<file path="src/rtl/rvseed_test_mon.sv">
// rvseed_test_mon: end-of-test monitor on the rvseed register-file write port.
// It snoops retiring register writes and reports the verdict of an ISA test
// (x26 <- 1 ends the test, x27 == 1 means pass, x3 holds the test number),
// together with cycle/retire counts and a timeout verdict.
//
// state    | meaning
// ---------+-----------------------------------------------------------
// S_IDLE   | no test monitored, register writes ignored
// S_RUN    | test running, shadows tracking writes, timeout armed
// S_SETTLE | end seen, waiting SETTLE_CYC cycles for late result writes
// S_DONE   | verdict valid and held, counters frozen
module rvseed_test_mon #(
    parameter int CPU_WIDTH   = 32,
    parameter int CNT_W       = 32,
    parameter int TIMEOUT_CYC = 500,
    parameter int SETTLE_CYC  = 1,
    parameter int END_REG     = 26,
    parameter int RES_REG     = 27,
    parameter int NUM_REG     = 3
) (
    input  logic                 clk,
    input  logic                 rst,
    input  logic                 start_i,
    input  logic                 reg_wen_i,
    input  logic [4:0]           reg_waddr_i,
    input  logic [CPU_WIDTH-1:0] reg_wdata_i,
    input  logic                 inst_retire_i,
    output logic                 busy_o,
    output logic                 done_o,
    output logic                 pass_o,
    output logic                 fail_o,
    output logic                 timeout_o,
    output logic [CPU_WIDTH-1:0] testnum_o,
    output logic [CNT_W-1:0]     cycle_cnt_o,
    output logic [CNT_W-1:0]     retire_cnt_o
);

    localparam int SW = (SETTLE_CYC < 2) ? 1 : $clog2(SETTLE_CYC + 1);

    typedef enum logic [1:0] {S_IDLE, S_RUN, S_SETTLE, S_DONE} state_t;

    state_t               r_state;
    logic [SW-1:0]        r_settle;
    logic [CPU_WIDTH-1:0] r_sh_num;
    logic [CPU_WIDTH-1:0] r_sh_res;

    logic                 w_active;
    logic                 w_wr;
    logic                 w_wr_num;
    logic                 w_wr_res;
    logic                 w_end;
    logic                 w_timeout;
    logic [CPU_WIDTH-1:0] w_num_fwd;
    logic [CPU_WIDTH-1:0] w_res_fwd;
    logic [CNT_W-1:0]     w_cyc_inc;
    logic [CNT_W-1:0]     w_ret_inc;
    logic [SW-1:0]        w_settle_dn;

    // Write decode, same-edge forwarding of shadows, saturating counter increments.
    always_comb begin
        w_active    = (r_state == S_RUN) || (r_state == S_SETTLE);
        w_wr        = reg_wen_i && (reg_waddr_i != 5'd0);
        w_wr_num    = w_wr && (reg_waddr_i == 5'(NUM_REG));
        w_wr_res    = w_wr && (reg_waddr_i == 5'(RES_REG));
        w_end       = w_wr && (reg_waddr_i == 5'(END_REG)) && (reg_wdata_i == CPU_WIDTH'(1));
        w_num_fwd   = w_wr_num ? reg_wdata_i : r_sh_num;
        w_res_fwd   = w_wr_res ? reg_wdata_i : r_sh_res;
        w_cyc_inc   = (&cycle_cnt_o) ? cycle_cnt_o : cycle_cnt_o + CNT_W'(1);
        w_ret_inc   = (&retire_cnt_o) ? retire_cnt_o
                    : retire_cnt_o + CNT_W'(inst_retire_i);
        w_timeout   = (r_state == S_RUN) && (w_cyc_inc == CNT_W'(TIMEOUT_CYC));
        w_settle_dn = r_settle - SW'(1);
    end

    // Monitor FSM with registered verdict, counters and shadows.
    always_ff @(posedge clk) begin
        if (rst) begin
            r_state      <= S_IDLE;
            r_settle     <= '0;
            r_sh_num     <= '0;
            r_sh_res     <= '0;
            busy_o       <= 1'b0;
            done_o       <= 1'b0;
            pass_o       <= 1'b0;
            fail_o       <= 1'b0;
            timeout_o    <= 1'b0;
            testnum_o    <= '0;
            cycle_cnt_o  <= '0;
            retire_cnt_o <= '0;
        end else if (start_i) begin
            // Restart wins over any end/timeout event on the same edge.
            r_state      <= S_RUN;
            r_settle     <= '0;
            r_sh_num     <= '0;
            r_sh_res     <= '0;
            busy_o       <= 1'b1;
            done_o       <= 1'b0;
            pass_o       <= 1'b0;
            fail_o       <= 1'b0;
            timeout_o    <= 1'b0;
            testnum_o    <= '0;
            cycle_cnt_o  <= '0;
            retire_cnt_o <= '0;
        end else begin
            if (w_active) begin
                cycle_cnt_o  <= w_cyc_inc;
                retire_cnt_o <= w_ret_inc;
                if (w_wr_num) r_sh_num <= reg_wdata_i;
                if (w_wr_res) r_sh_res <= reg_wdata_i;
            end
            case (r_state)
                S_RUN: begin
                    // End detection outranks timeout on the same edge.
                    if (w_end) begin
                        r_state  <= S_SETTLE;
                        r_settle <= SW'(SETTLE_CYC);
                    end else if (w_timeout) begin
                        r_state   <= S_DONE;
                        busy_o    <= 1'b0;
                        done_o    <= 1'b1;
                        fail_o    <= 1'b1;
                        timeout_o <= 1'b1;
                    end
                end
                S_SETTLE: begin
                    r_settle <= w_settle_dn;
                    if (w_settle_dn == '0) begin
                        r_state   <= S_DONE;
                        busy_o    <= 1'b0;
                        done_o    <= 1'b1;
                        pass_o    <= (w_res_fwd == CPU_WIDTH'(1));
                        fail_o    <= (w_res_fwd != CPU_WIDTH'(1));
                        testnum_o <= w_num_fwd;
                    end
                end
                default: ;
            endcase
        end
    end

endmodule

</file>
<file path="config.mk">
export PLATFORM = sky130hd
export DESIGN_NAME = rvseed_test_mon
export DESIGN_NICKNAME = d
export VERILOG_FILES = /design/src/rtl/rvseed_test_mon.sv
export SDC_FILE = /design/constraint.sdc
export NUM_CORES = 1
export LEC_CHECK = 0
export BUFFER_PORTS_ARGS = -buffer_cell sky130_fd_sc_hd__buf_2
export CAP_MARGIN = 20
export CORE_MARGIN = 4
export CORE_UTILIZATION = 50
export CTS_BUF_LIST = sky130_fd_sc_hd__clkbuf_4 sky130_fd_sc_hd__clkbuf_8
export DETAILED_ROUTE_END_ITERATION = 10
export PLACE_DENSITY = 0.73
export SLEW_MARGIN = 20
export SYNTH_ARGS = -nofsm -noshare
export SYNTH_HDL_FRONTEND = slang
export SYNTH_SLANG_ARGS = --single-unit
</file>
<file path="constraint.sdc">
create_clock -name clk -period 4.9 [get_ports clk]
set_input_delay 0.98 -clock clk [delete_from_list [all_inputs] [get_ports clk]]
set_output_delay 0.98 -clock clk [all_outputs]
set_load 0.01 [all_outputs]
</file>
Word level (Yosys, flattened, before mapping)
Cells that the tools add are included.

storage, ports and cells
  register bits = 168

operators by class
  reduce and logical (&&, ||, !) cells = 21
  bitwise logic cells = 3
  multiplexer cells = 21
  equality and inequality tests = 18
  add/sub/neg operators = 3

operators with widths
  operator               number
  $mux 32                3
  $eq 32x1->1 const B    2
  $reduce_and 32->1      2
  $add 32x1->32          1
  $add 32x1->32 const B  1
  $eq 32x9->1 const B    1
  $ne 32x1->1 const B    1
  $ne 3x3->1 const B     4
  $eq 5x5->1 const B     2
  $mux 1                 10
  $reduce_and 3->1       3
  $ne 2x2->1 const B     4
  $pmux 1 s2             4
  $reduce_and 4->1       2
  $logic_and 1x1->1      6
  $mux 2                 3
  $reduce_and 2->1       3
  $eq 5x2->1 const B     1
  $reduce_bool 5->1      1
  $ne 4x4->1 const B     1
  $pmux 2 s2             1
  $not 1->1              3
  $reduce_bool 3->1      1
  $eq 2x1->1 const B     1
  5 further kinds        5

Depth between registers and ports, before layout
  depth after elaboration = 8
  mapped depth = 12

Least setup slack after synthesis
No wires, ideal clock.

  path kind = flip-flop to flip-flop
  start point = register cycle_cnt_o[9]
  end point = register busy_o
  arrival = 2785 ps
  clock period less this slack = 2907 ps
  path slack = 1993 ps
  required time = 4778 ps
  library setup time = 122 ps
  stages on the path, launching flop included = 11
  cell sequence = dfxtp_1 buf_2 nand3_4 or4_4 or3_4 buf_6 a211oi_2 a41oi_1 nor4_4 nand3_2 a221o_1

between the ends
  longest elaborated chain between the ends = 6
  elaborated cells on any way between the ends = 7
  those cells by class = 1 x add/sub; 2 x eq/ne; 1 x mux; 3 x reduce/logical

RTL lines
  element                                                    line  text
  start, declared                                            34    output logic [CNT_W-1:0] cycle_cnt_o,
  start signal, assigned                                     106   cycle_cnt_o <= w_cyc_inc;
  $add 32x1->32 / $reduce_and 32->1 (equally long branches)  68    w_cyc_inc = (&cycle_cnt_o) ? cycle_cnt_o : cycle_cnt_o + CNT_W'(1);
  $mux 32 (*)                                                68
  $eq 32x9->1 (*)                                            71    w_timeout = (r_state == S_RUN) && (w_cyc_inc == CNT_W'(TIMEOUT_CYC));
  $logic_and 1x1->1 (*)                                      71
  $ne 3x3->1 (no source line) (*)                            n/a
  $reduce_and 4->1 (no source line) (*)                      n/a
  end signal, assigned                                       82    busy_o <= 1'b0;
  end signal, assigned                                       96    busy_o <= 1'b1;
  end signal, assigned                                       119   busy_o <= 1'b0;
  end, declared                                              28    output logic busy_o,

Every way passes the cells marked *; elsewhere a longest branch is shown, timed or not.
A chain may end at the register's enable or synchronous reset.

Worst setup path in the final report
  start point = register cycle_cnt_o[8]
  end point = register busy_o

Same word-level chain as after synthesis.

==> results_dict.tcl <==
set metrics [dict create \
    leakage_uw 0.00343 \
    path_delay_family "simple AND/OR/NAND/NOR gates" \
    syn_nets 994 \
    synth_top_family_by_area "simple AND/OR/NAND/NOR gates" \
    postCtsHoldBufs 0 \
    clk_pin_slew_worst_paths_ps 100 \
    worstPathArrival_ps 3710 \
    rsz0062_at_grt "false" \
    synthFlopType "dfxtp_1" \
    synth.top_cell.area_share_pct 43.4 \
    max_slew_margin_pct 32.0 \
    hold_viol 0 \
    worstPathRequired_ps 5260 \
    wl_per_cell_um 15.0 \
    async_reset_ff_share_pct 0 \
    period_share_pct 68.5 \
    cts_tree "built" \
    setup_viol 0 \
    numCtsBuffers 17 \
    yosysMostFrequentCell "nand2_1" \
    dieHeight_um 132 \
    die-area_um2 17500 \
    port_buffers 142 \
    grt_usage_pct 21.1 \
    placed_cell_area_um2 8510 \
    yosys.area_share.adder_pct 0.808 \
    synth_area_um2 7740 \
    clock_sinks 168 \
    maxCapViolations 0 \
    fin_crit_ps 3360 \
    root_buffer "clkbuf_8" \
    initial_core_util_pct 50.9 \
    synth_mux_area_share_pct 4.78 \
    fmax_mhz 298 \
    htree_levels 4 \
    hp-class "flop to flop" \
    design_area_um2 8890 \
    cpPeakStageDelay_ps 900 \
    core_area_um2 15200 \
    drive_gt1_share_pct 19.5 \
    irDropWorstVdd_mv 0.142 \
    grt_pass1_vias 6291 \
    viasPerCell 5.59 \
    synth-seq-cells 168 \
    max_slew.worst_pin.slew_ps 1010 \
    io_pins 143 \
    cts.path.max_buffers 2 \
    num_vias 6993 \
    crit_slowest_cell "nor4_1" \
    grt_overflow 0 \
    timing.hold.ws_ps 457 \
    post_cts_buffers 0 \
    antenna_found_initial 0 \
    ys_seq_area_share_pct 43.4 \
    critical_path_class "flop to flop" \
    cp_max_fo 10 \
    postSynthCellCount 947 \
    synth_area_leaders "dfxtp_1, nand2_1, nor2_1" \
    synthSimpleGateAreaFrac_pct 27.8 \
    clkLatencyLatePin_ps 460 \
    nNetsFinal 1097 \
    die_w_um 132 \
    wl_mm 18.8 \
    yosysTopAreaCell "dfxtp_1" \
    status "completed" \
    yosys-top-cells-count "nand2_1, dfxtp_1, nor2_1" \
    drc 0 \
    ys_types 64 \
    synth_edf_count 0 \
    grt_max_degree 66 \
    cp-start-kind "flop" \
    grt_pass1_wl_mm 31.0 \
    synth-xor-area-share_pct 6.56 \
    endpoint_kind "flop" \
    setup_tns_ps 0 \
    diodes 0 \
    synth_compound_area_share_pct 12.7 \
    fin_skew_ps 13.7 \
    syn_avg_cell_area_um2 8.18 \
    power.total_uw 2460 \
    detail-route-antenna-nets 0 \
    cp_cell_sequence "nand3_4 -> nor4_1 -> o2111ai_1 -> a222oi_1 -> nand4_1 -> nor4_4 -> nand3_2 -> a221o_1" \
    power_density_nw_per_um2 276 \
    drv_slew 0 \
    cts_resized 0 \
    area_growth_syn_to_layout_pct 14.7 \
    fp-row-count 45 \
    path_buf_inv 0 \
    dpl.hpwl_mm 13.3 \
    drt_iter0_drc 413 \
    dr.pass1.iters 5 \
    place_congestion 0.902 \
    yosysWarnings 0 \
]
-- sequential cells by signal, summed over array words and instances (netlist names), 2 cells and up --
register	flops
retire_cnt_o	32
r_sh_num	32
testnum_o	32
r_sh_res	32
r_state	2
cycle_cnt_o	32
-- cell usage in the layout, fill, tap and decap left out, types with 17 or more instances in the layout --
cell type / Yosys / final
xor2_1: 34 / 34
xnor2_1: 24 / 24
buf_2: 5 / 142
and3_1: 17 / 17
dfxtp_1: 168 / 168
clkbuf_8: 0 / 20
mux2i_1: 37 / 37
nor4_1: 22 / 22
nand2_1: 169 / 169
o21ai_0: 17 / 17
a21oi_1: 79 / 79
nor2_1: 109 / 107
nand3_1: 36 / 36
a211oi_1: 32 / 32
-- final cells by class --
type                            count  area [µm²]
Timing Repair Buffer              147         773
Multi-Input combinational cell    703        4090
Clock buffer                       22         290
Inverter                           13        48.8
Clock inverter                     10        86.3
Fill cell                        1453        6320
Tap cell                          188         235
Sequential cell                   168        3360
-- power by group --
part / internal, µW / total (µW) / switching (µW)
sequential: 1370 / 1370 / 4.94
combinational: 41.0 / 129 / 88.3
clock: 415 / 953 / 538
-- routing by layer --
layer	track usage [%]	share of wire, %
met5	0	0
met1	30.3	49
met3	6.01	6.5
met4	5.66	1.0
met2	31.1	43
-- worst paths after layout --
path                                      from           to  slack (ps)  depth (start not counted)
worst min-delay path               r_sh_res[0]  r_sh_res[0]         460                          2
worst max register to register  cycle_cnt_o[8]       busy_o        1540                          8
worst min register to register     r_sh_res[0]  r_sh_res[0]         460                          2
worst max-delay path            cycle_cnt_o[8]       busy_o        1540                          8
-- through the flow --
step | setup WS, ps | utilization [%] | cells
2_1_floorplan | 1990 | - | 947
6_report | 1540 | 58.5 | 1251
3_3_place_gp | 1590 | 55.8 | 1218
3_5_place_dp | 1490 | 56.0 | 1219
5_1_grt | 1320 | 58.5 | 1251
4_1_cts | 1580 | 58.4 | 1251
-- worst reg2reg max path, stage by stage, from the launching register on --
cell	delay, ps
dfxtp_1	520
nand3_4	200
nor4_1	910
o2111ai_1	220
a222oi_1	400
nand4_1	230
nor4_4	330
nand3_2	140
a221o_1	310
-- cells by family after synthesis --
kind of cell,count (synthesis)
buffers and inverters,76
XOR/XNOR,58
flip-flops,168
AO/OA/AOI/OAI,159
adder cells (fa/ha/maj),5
AND/OR/NAND/NOR,444
multiplexers,37
Note: power is estimated with default switching activity, not from simulation.
